===== config.mk =====
export PLATFORM = sky130hd
export DESIGN_NAME = single_mips_load_store_unit
export DESIGN_NICKNAME = d
export VERILOG_FILES = /design/src/rtl/single_mips_load_store_unit.sv
export SDC_FILE = /design/constraint.sdc
export NUM_CORES = 1
export LEC_CHECK = 0
export CAP_MARGIN = 20
export CORE_ASPECT_RATIO = 0.6
export CORE_MARGIN = 2
export CORE_UTILIZATION = 50
export DETAILED_ROUTE_END_ITERATION = 8
export GPL_TIMING_DRIVEN = 0
export PLACE_DENSITY = 0.87
export SKIP_LAST_GASP = 1
export SLEW_MARGIN = 15
export SYNTH_ARGS = -nofsm -noshare
export SYNTH_HDL_FRONTEND = slang
export SYNTH_SLANG_ARGS = --single-unit

===== constraint.sdc =====
create_clock -name CLK -period 7.88 [get_ports CLK]
set_input_delay 1.182 -clock CLK [delete_from_list [all_inputs] [get_ports CLK]]
set_output_delay 1.182 -clock CLK [all_outputs]
set_load 0.03 [all_outputs]

===== src/rtl/single_mips_load_store_unit.sv =====
// MIPS load/store unit: sub-word loads and stores over a word-only memory.
// Byte/half stores use a stalled two-cycle read-modify-write.
module single_mips_load_store_unit #(
  parameter int ADDR_WIDTH = 32,
  parameter int DATA_WIDTH = 32
) (
  input  logic                  CLK,
  input  logic                  RST,
  input  logic                  MEM_RD,
  input  logic                  MEM_WR,
  input  logic [1:0]            SIZE,
  input  logic                  LD_SIGNED,
  input  logic [ADDR_WIDTH-1:0] addr,
  input  logic [DATA_WIDTH-1:0] store_data,
  output logic [DATA_WIDTH-1:0] load_data,
  output logic                  STALL,
  output logic                  ERR_VALID,
  output logic [ADDR_WIDTH-1:0] BAD_ADDR,
  input  logic                  ERR_CLR,
  output logic [ADDR_WIDTH-1:0] mem_addr,
  output logic                  mem_wr_en,
  output logic [DATA_WIDTH-1:0] mem_wdata,
  input  logic [DATA_WIDTH-1:0] mem_rdata
);

  typedef enum logic {
    IDLE,
    RMW_WR
  } state_t;

  state_t                state;
  state_t                next_state;
  logic [ADDR_WIDTH-1:0] rmw_addr;
  logic [DATA_WIDTH-1:0] rmw_data;
  logic                  rmw_load;
  logic [DATA_WIDTH-1:0] merged;
  logic [ADDR_WIDTH-1:0] word_addr;
  logic                  is_byte;
  logic                  is_half;
  logic                  is_word;
  logic                  req;
  logic                  misaligned;
  logic                  err_set;
  logic [4:0]            bsh;
  logic [4:0]            hsh;
  logic [7:0]            byte_sel;
  logic [15:0]           half_sel;

  assign word_addr  = {addr[ADDR_WIDTH-1:2], 2'b00};
  assign is_byte    = (SIZE == 2'b00);
  assign is_half    = (SIZE == 2'b01);
  assign is_word    = SIZE[1];
  assign req        = MEM_RD | MEM_WR;
  assign misaligned = (is_half & addr[0]) | (is_word & (addr[1:0] != 2'b00));
  assign err_set    = (state == IDLE) & req & misaligned;
  assign bsh        = {addr[1:0], 3'b000};
  assign hsh        = {addr[1], 4'b0000};
  assign byte_sel   = mem_rdata[bsh +: 8];
  assign half_sel   = mem_rdata[hsh +: 16];

  always_comb begin
    merged = mem_rdata;
    if (is_byte) merged[bsh +: 8] = store_data[7:0];
    else         merged[hsh +: 16] = store_data[15:0];
  end

  always_comb begin
    next_state = state;
    mem_addr   = addr;
    mem_wr_en  = 1'b0;
    mem_wdata  = '0;
    STALL      = 1'b0;
    load_data  = '0;
    rmw_load   = 1'b0;
    unique case (state)
      IDLE: begin
        if (req && misaligned) begin
          mem_addr = addr;
        end else if (MEM_WR) begin
          mem_addr = word_addr;
          if (is_word) begin
            mem_wr_en = 1'b1;
            mem_wdata = store_data;
          end else begin
            STALL      = 1'b1;
            rmw_load   = 1'b1;
            next_state = RMW_WR;
          end
        end else if (MEM_RD) begin
          mem_addr = word_addr;
          unique case (1'b1)
            is_byte: load_data = {{24{LD_SIGNED & byte_sel[7]}}, byte_sel};
            is_half: load_data = {{16{LD_SIGNED & half_sel[15]}}, half_sel};
            default: load_data = mem_rdata;
          endcase
        end
      end
      RMW_WR: begin
        mem_addr   = rmw_addr;
        mem_wdata  = rmw_data;
        mem_wr_en  = 1'b1;
        next_state = IDLE;
      end
      default: next_state = IDLE;
    endcase
    // Reset drops any pending write immediately
    if (RST) begin
      mem_wr_en = 1'b0;
      STALL     = 1'b0;
      rmw_load  = 1'b0;
    end
  end

  always_ff @(posedge CLK or posedge RST) begin
    if (RST) begin
      state    <= IDLE;
      rmw_addr <= '0;
      rmw_data <= '0;
    end else begin
      state <= next_state;
      if (rmw_load) begin
        rmw_addr <= word_addr;
        rmw_data <= merged;
      end
    end
  end

  // First error is kept unless cleared in the same cycle
  always_ff @(posedge CLK or posedge RST) begin
    if (RST) begin
      ERR_VALID <= 1'b0;
      BAD_ADDR  <= '0;
    end else if (err_set) begin
      ERR_VALID <= 1'b1;
      if (!ERR_VALID || ERR_CLR) BAD_ADDR <= addr;
    end else if (ERR_CLR) begin
      ERR_VALID <= 1'b0;
      BAD_ADDR  <= '0;
    end
  end

endmodule

==> impl_metrics.py <==
metrics = {
    "setup_path": {
        "crit_type": "in -> out",
        "cp-end-kind": "output port",
        "worst_ep_required_time_ns": 6.70,
        "worstPathMaxFanout": 12,
        "critPathArrivalTime_ns": 5.08,
        "start_kind": "input port",
    },
    "synthesis": {
        "synthMuxAreaShare_pct": 3.006,
        "syn_nets": 847,
        "synth-xor-area-share_pct": 0,
        "yosysUniqueCellTypes": 55,
        "ys_warn_count": 0,
        "synth_fa_ha_area_share_pct": 0.9278,
        "synth_edf_count": 0,
        "synth_area_um2": 6743,
        "yosysSeqAreaShare_pct": 35.63,
        "synth-simple-area-share_pct": 14.59,
        "async_flop_share_pct": 100.0,
        "synth_seq_cells": 96,
        "syn_inst": 738,
        "synth-compound-area-share_pct": 37.24,
        "synth_top_flop_cell": "dfrtp_1",
        "syn_area_per_cell_um2": 9.136,
        "synth_top_family_by_area": "compound AO/OA/AOI/OAI gates",
    },
    "power_and_ir_drop": {
        "powerDensity_nw_per_um2": 176.1,
        "combPwrFrac_pct": 35.2,
        "swShare_pct": 36.10,
        "seq_power_share_pct": 37.4,
        "intPower_w": 0.001084,
        "p_clk_share_pct": 27.4,
        "p_leak_nw": 3.721,
        "peakVddDrop_mv": 0.1077,
        "p_total_w": 0.001696,
        "switching_power_w": 0.0006122,
    },
    "clock_tree": {
        "holdBufCountCts": 0,
        "path_clk_slew_ns": 0.07,
        "htreeDepth": 3,
        "cts_setup_buffers": 0,
        "clockBufferDepth": 2,
        "numCtsBuffers": 9,
        "cts-root-buf": "clkbuf_16",
        "clk_latency_ns": 0.35,
        "cts_resized": 0,
        "cts.sinks": 96,
        "cts_tree": "built",
    },
    "grt": {
        "grt_max_degree": 85,
        "grt_pass1_vias": 6782,
        "grt_overflow": 0,
        "antenna_found_initial": 0,
        "grt_pass1_wl_um": 39650,
        "gr-usage-all-layers_pct": 36.05,
    },
    "detailed_routing": {
        "first_pass_iters": 5,
        "route.detailed.drc": 0,
        "wl_per_cell_um": 22.60,
        "vias_per_cell": 6.398,
        "num_vias": 7409,
        "first_iter_violations": 682,
        "finalWirelength_um": 26170,
        "ant_nets": 0,
    },
    "die": {
        "rows": 32,
        "die-area_um2": 14460,
        "initial_utilization_pct": 51.82,
        "io-pin-count": 235,
        "die_x_um": 153.9,
        "coreArea_um2": 13010,
        "die_h_um": 93.95,
    },
    "timing": {
        "finClkSkew_ns": 0.01137,
        "final_max_slew_viol_count": 0,
        "tightest_slew_ns": 0.7581,
        "fmax_mhz": 159.7,
        "relSlewSlack_pct": 49.46,
        "setup_viol": 0,
        "rsz0062_at_grt": "no",
        "finalCriticalPeriod_ns": 6.261,
        "finalSetupTns_ns": 0,
        "finalCritPeriodShare_pct": 79.45,
        "hold_viol_final": 0,
    },
    "place": {
        "place_congestion": 0.9862,
        "hpwl_um": 20040,
        "portBuffers": 233,
    },
    "finish": {
        "nets": 1092,
        "drive_above_1_share_pct": 11.44,
        "antennaDiodeCount": 0,
        "area_delta_synth_final_pct": 42.83,
    },
    "run": {
        "drv_cap": 0,
    },
    "min_path": {
        "min_path_type": "reg -> reg",
    },
    "status": {
        "status": "completed",
    },
}
[cell type report]
class,count,area (um2)
clock buffer,9,225.2
clock inverter,7,85.08
inverter,46,177.7
buffer,81,407.9
multi-input combinational,515,3760
fill,1003,3382
tap,170,212.7
timing repair buffer,234,2360
sequential,96,2402
[worst paths after layout]
kind / from / end / slack, ns / depth (start not counted)
max: addr[1] / mem_wdata[11] / 1.62 / 11
min: rmw_addr[21]$_DFFE_PP0P_ / rmw_addr[21]$_DFFE_PP0P_ / 0.51 / 2
max reg2reg: state$_DFF_PP0_ / rmw_addr[21]$_DFFE_PP0P_ / 5.81 / 6
min reg2reg: rmw_addr[21]$_DFFE_PP0P_ / rmw_addr[21]$_DFFE_PP0P_ / 0.51 / 2
max in group asynchronous: RST / BAD_ADDR[5]$_DFFE_PP0P_ / 5.93 / 3
min in group asynchronous: RST / BAD_ADDR[24]$_DFFE_PP0P_ / 1.30 / 2
[logic make-up (layout without fill, tap and decap cells)]
family                   after synthesis  after routing
AO/OA/AOI/OAI                        320            320
adder cells (fa/ha/maj)                5              5
buffers and inverters                127            377
multiplexers                          17             17
AND/OR/NAND/NOR                      173            173
flip-flops                            96             96
[Yosys cell counts (3+ instances only)]
cell | n | area share, %
o21ai_0 | 85 | 6.3
a211oi_1 | 18 | 2.0
o21ai_1 | 22 | 1.6
a41oi_1 | 4 | 0.52
a22oi_1 | 7 | 0.78
a32oi_1 | 8 | 1.0
a22o_1 | 32 | 4.2
buf_2 | 11 | 0.82
a21oi_1 | 25 | 1.9
mux2_2 | 16 | 2.7
ha_1 | 5 | 0.93
nand3_1 | 24 | 1.8
nand2b_1 | 35 | 3.2
o32ai_1 | 3 | 0.39
a31oi_1 | 20 | 1.9
dfrtp_1 | 96 | 36
buf_1 | 6 | 0.33
nor2_1 | 3 | 0.17
clkbuf_1 | 50 | 2.8
buf_6 | 10 | 1.7
buf_4 | 4 | 0.45
a221oi_1 | 30 | 3.9
and2_1 | 18 | 1.7
o211a_1 | 5 | 0.74
o31ai_1 | 16 | 1.8
inv_1 | 45 | 2.5
nand3b_1 | 7 | 0.78
a221oi_2 | 8 | 1.8
o32ai_2 | 29 | 7.0
nand2_1 | 57 | 3.2
nor2b_1 | 11 | 1.0
[worst max-delay path: stages]
cell             delay (ns)
clkdlybuf4s50_1        0.47
buf_2                  0.22
buf_2                  0.24
inv_1                  0.10
clkbuf_1               0.50
ha_1                   0.38
nand3_1                0.13
nor2_1                 0.29
clkbuf_1               0.57
a22o_1                 0.30
clkdlybuf4s50_1        0.69
[cells in the final DEF, fill, tap and decap left out, drive strengths merged, types with 24 or more instances in the layout]
master and n:
clkdlybuf4s50 233, o21ai 107, dfrtp 96, clkbuf 59, nand2 58, inv 48, a221oi 38, nand2b 35
a22o 32, o32ai 32, buf 32, a21oi 26, nand3 24
[power by group through the flow]
stage	registers (W)	clock network, W	logic, W
CTS	0.000631	0.000465	0.000590
floorplan	0.000660	0	0.000313
finish	0.000634	0.000465	0.000597
global route	0.000642	0.000486	0.000634
global placement	0.000637	0	0.000576
detailed placement	0.000639	0	0.000587
[stage by stage]
stage	cells	util, %	setup WS, ns	hold WS, ns	area [um2]
6_report	1158	74.01	1.619	0.5109	9630
5_1_grt	1158	74.01	1.444	0.5397	9630
4_1_cts	1158	74.01	1.747	0.5115	9630
3_5_place_dp	1142	71.63	1.759	0.4862	9320
3_3_place_gp	1141	71.38	1.734	0.4834	9288
2_1_floorplan	738	-	3.056	0.4613	6743
[per-layer routing]
metal  routed length [um]  vias to the layer above  global-route usage (%)
met1                11860                     3599                   54.57
li1                     -                     3274                       -
met2                10250                      490                   48.09
met3                 3624                       46                   13.28
met4                  432                        0                   8.022
met5                    0                        -                       0
[flip-flops by register name (all words and copies together) (netlist names)]
| register | flops |
|---|---|
| ERR_VALID | 1 |
| rmw_addr | 30 |
| state | 1 |
| BAD_ADDR | 32 |
| rmw_data | 32 |
Power figures use the tool's default switching activity.
==> patch, RTL diff (same flow settings) <==
Reset style: synchronous (`RST`), changed in 2 clocked blocks.
--- a/src/rtl/single_mips_load_store_unit.sv
+++ b/src/rtl/single_mips_load_store_unit.sv
@@ -112,5 +112,5 @@
   end
 
-  always_ff @(posedge CLK or posedge RST) begin
+  always_ff @(posedge CLK) begin
     if (RST) begin
       state    <= IDLE;
@@ -127,5 +127,5 @@
 
   // First error is kept unless cleared in the same cycle
-  always_ff @(posedge CLK or posedge RST) begin
+  always_ff @(posedge CLK) begin
     if (RST) begin
       ERR_VALID <= 1'b0;
Behaviour: differs if RST is asserted again (counterexample within 4 cycles, from zero or initial values and one cycle with RST high); with RST held inactive, the same outputs for 4 cycles.
==> patch against the unedited design <==
- utilization rose by 3.8 points
- via count fell by 12%
- synthesized area fell by 21%
- die area fell by 20%
- sequential cell count did not move
- total power fell by 21%
- design area fell by 15%
- routed wire length fell by 11%
- clock power fell by 2%
- worst setup slack got worse by 0.063 ns
- critical path type unchanged
- critical endpoint is now load_data[21]
- largest power group unchanged
- highest routed layer unchanged
==> patch: results (changes against the unedited design) <==
status=complete, no violations (unchanged); placed cells=992 (was 1142); fill count=669 (was 1003); GP Congestion=1.062 (was 0.9862); hold_ws=0.4652 ns (was 0.5109 ns); drt total wl=23180 um (was 26170 um); first-pass GRT wire length=34510 um (was 39650 um); post-synthesis average cell area=8.627 um2 (was 9.136 um2); pre-CTS WS=1.676 ns (was 1.759 ns); vias in the first global route=6073 (was 6782); met3 WL=3043 um (was 3624 um); met2 wire length=9762 um (was 10250 um); Final #Nets=973 (was 1092); Synthesized Nets=730 (was 847); initial DRC count=672 (was 682); layout cells sized above 1=11.16% (was 11.44%); total track usage=39.03% (was 36.05%); worst r2r src=state$_SDFF_PP0_ (was state$_DFF_PP0_); most common cell in the synthesized netlist=dfxtp_1 (was dfrtp_1); M1 WL=9790 um (was 11860 um); Reg2Reg Setup Slack=5.69 ns (was 5.81 ns); Pre-Repair DR Iteration Count=8 (was 5); M2 GR Usage=57.03% (was 48.09%); Synth Area in Adders=1.168% (was 0.9278%); maximum VDD drop=0.0001331 V (was 0.0001077 V); largest net degree at the start of global routing=18 (was 85); CP Data Arrival Time=5.14 ns (was 5.08 ns); M1 GR Usage=57.19% (was 54.57%); DPL Wire Length=17660 um (was 20040 um); count of different cell masters after synthesis=48 (was 55); Area contributors post-synth=dfxtp_1 (36%), a22o_1 (11%), mux2_2 (8.0%) (was dfrtp_1 (36%), o32ai_2 (7.0%), o21ai_0 (6.3%)); FF-to-FF End=rmw_data[13]$_SDFFE_PP0P_ (was rmw_addr[21]$_DFFE_PP0P_); start point of the worst min-delay path=rmw_addr[6]$_SDFFE_PP0P_ (was rmw_addr[21]$_DFFE_PP0P_); Internal=0.9110 mW (was 1.084 mW)
-- patch: final cells by class --
type	instances	area [um2]	area share, %
clock inverter	7	81.33	0.9966
inverter	16	60.06	0.7360
multi-input combinational	450	3118	38.21
sequential	96	1922	23.55
timing repair buffer	232	2322	28.46
clock buffer	9	225.2	2.760
tap	139	173.9	2.131
buffer	59	257.7	3.159
-- patch: how the worst max path moves through the flow --
| stage | endpoint | cells past startpoint | slack, ns | startpoint |
|---|---|---|---|---|
| 3_3_place_gp | load_data[25] | 12 | 1.72 | addr[1] |
| 3_5_place_dp | load_data[25] | 12 | 1.68 | addr[1] |
| 4_1_cts | load_data[25] | 12 | 1.66 | addr[1] |
| 2_1_floorplan | load_data[14] | 9 | 2.99 | addr[1] |
| 6_report | load_data[21] | 12 | 1.56 | addr[1] |
| 5_1_grt | load_data[22] | 12 | 1.41 | addr[1] |
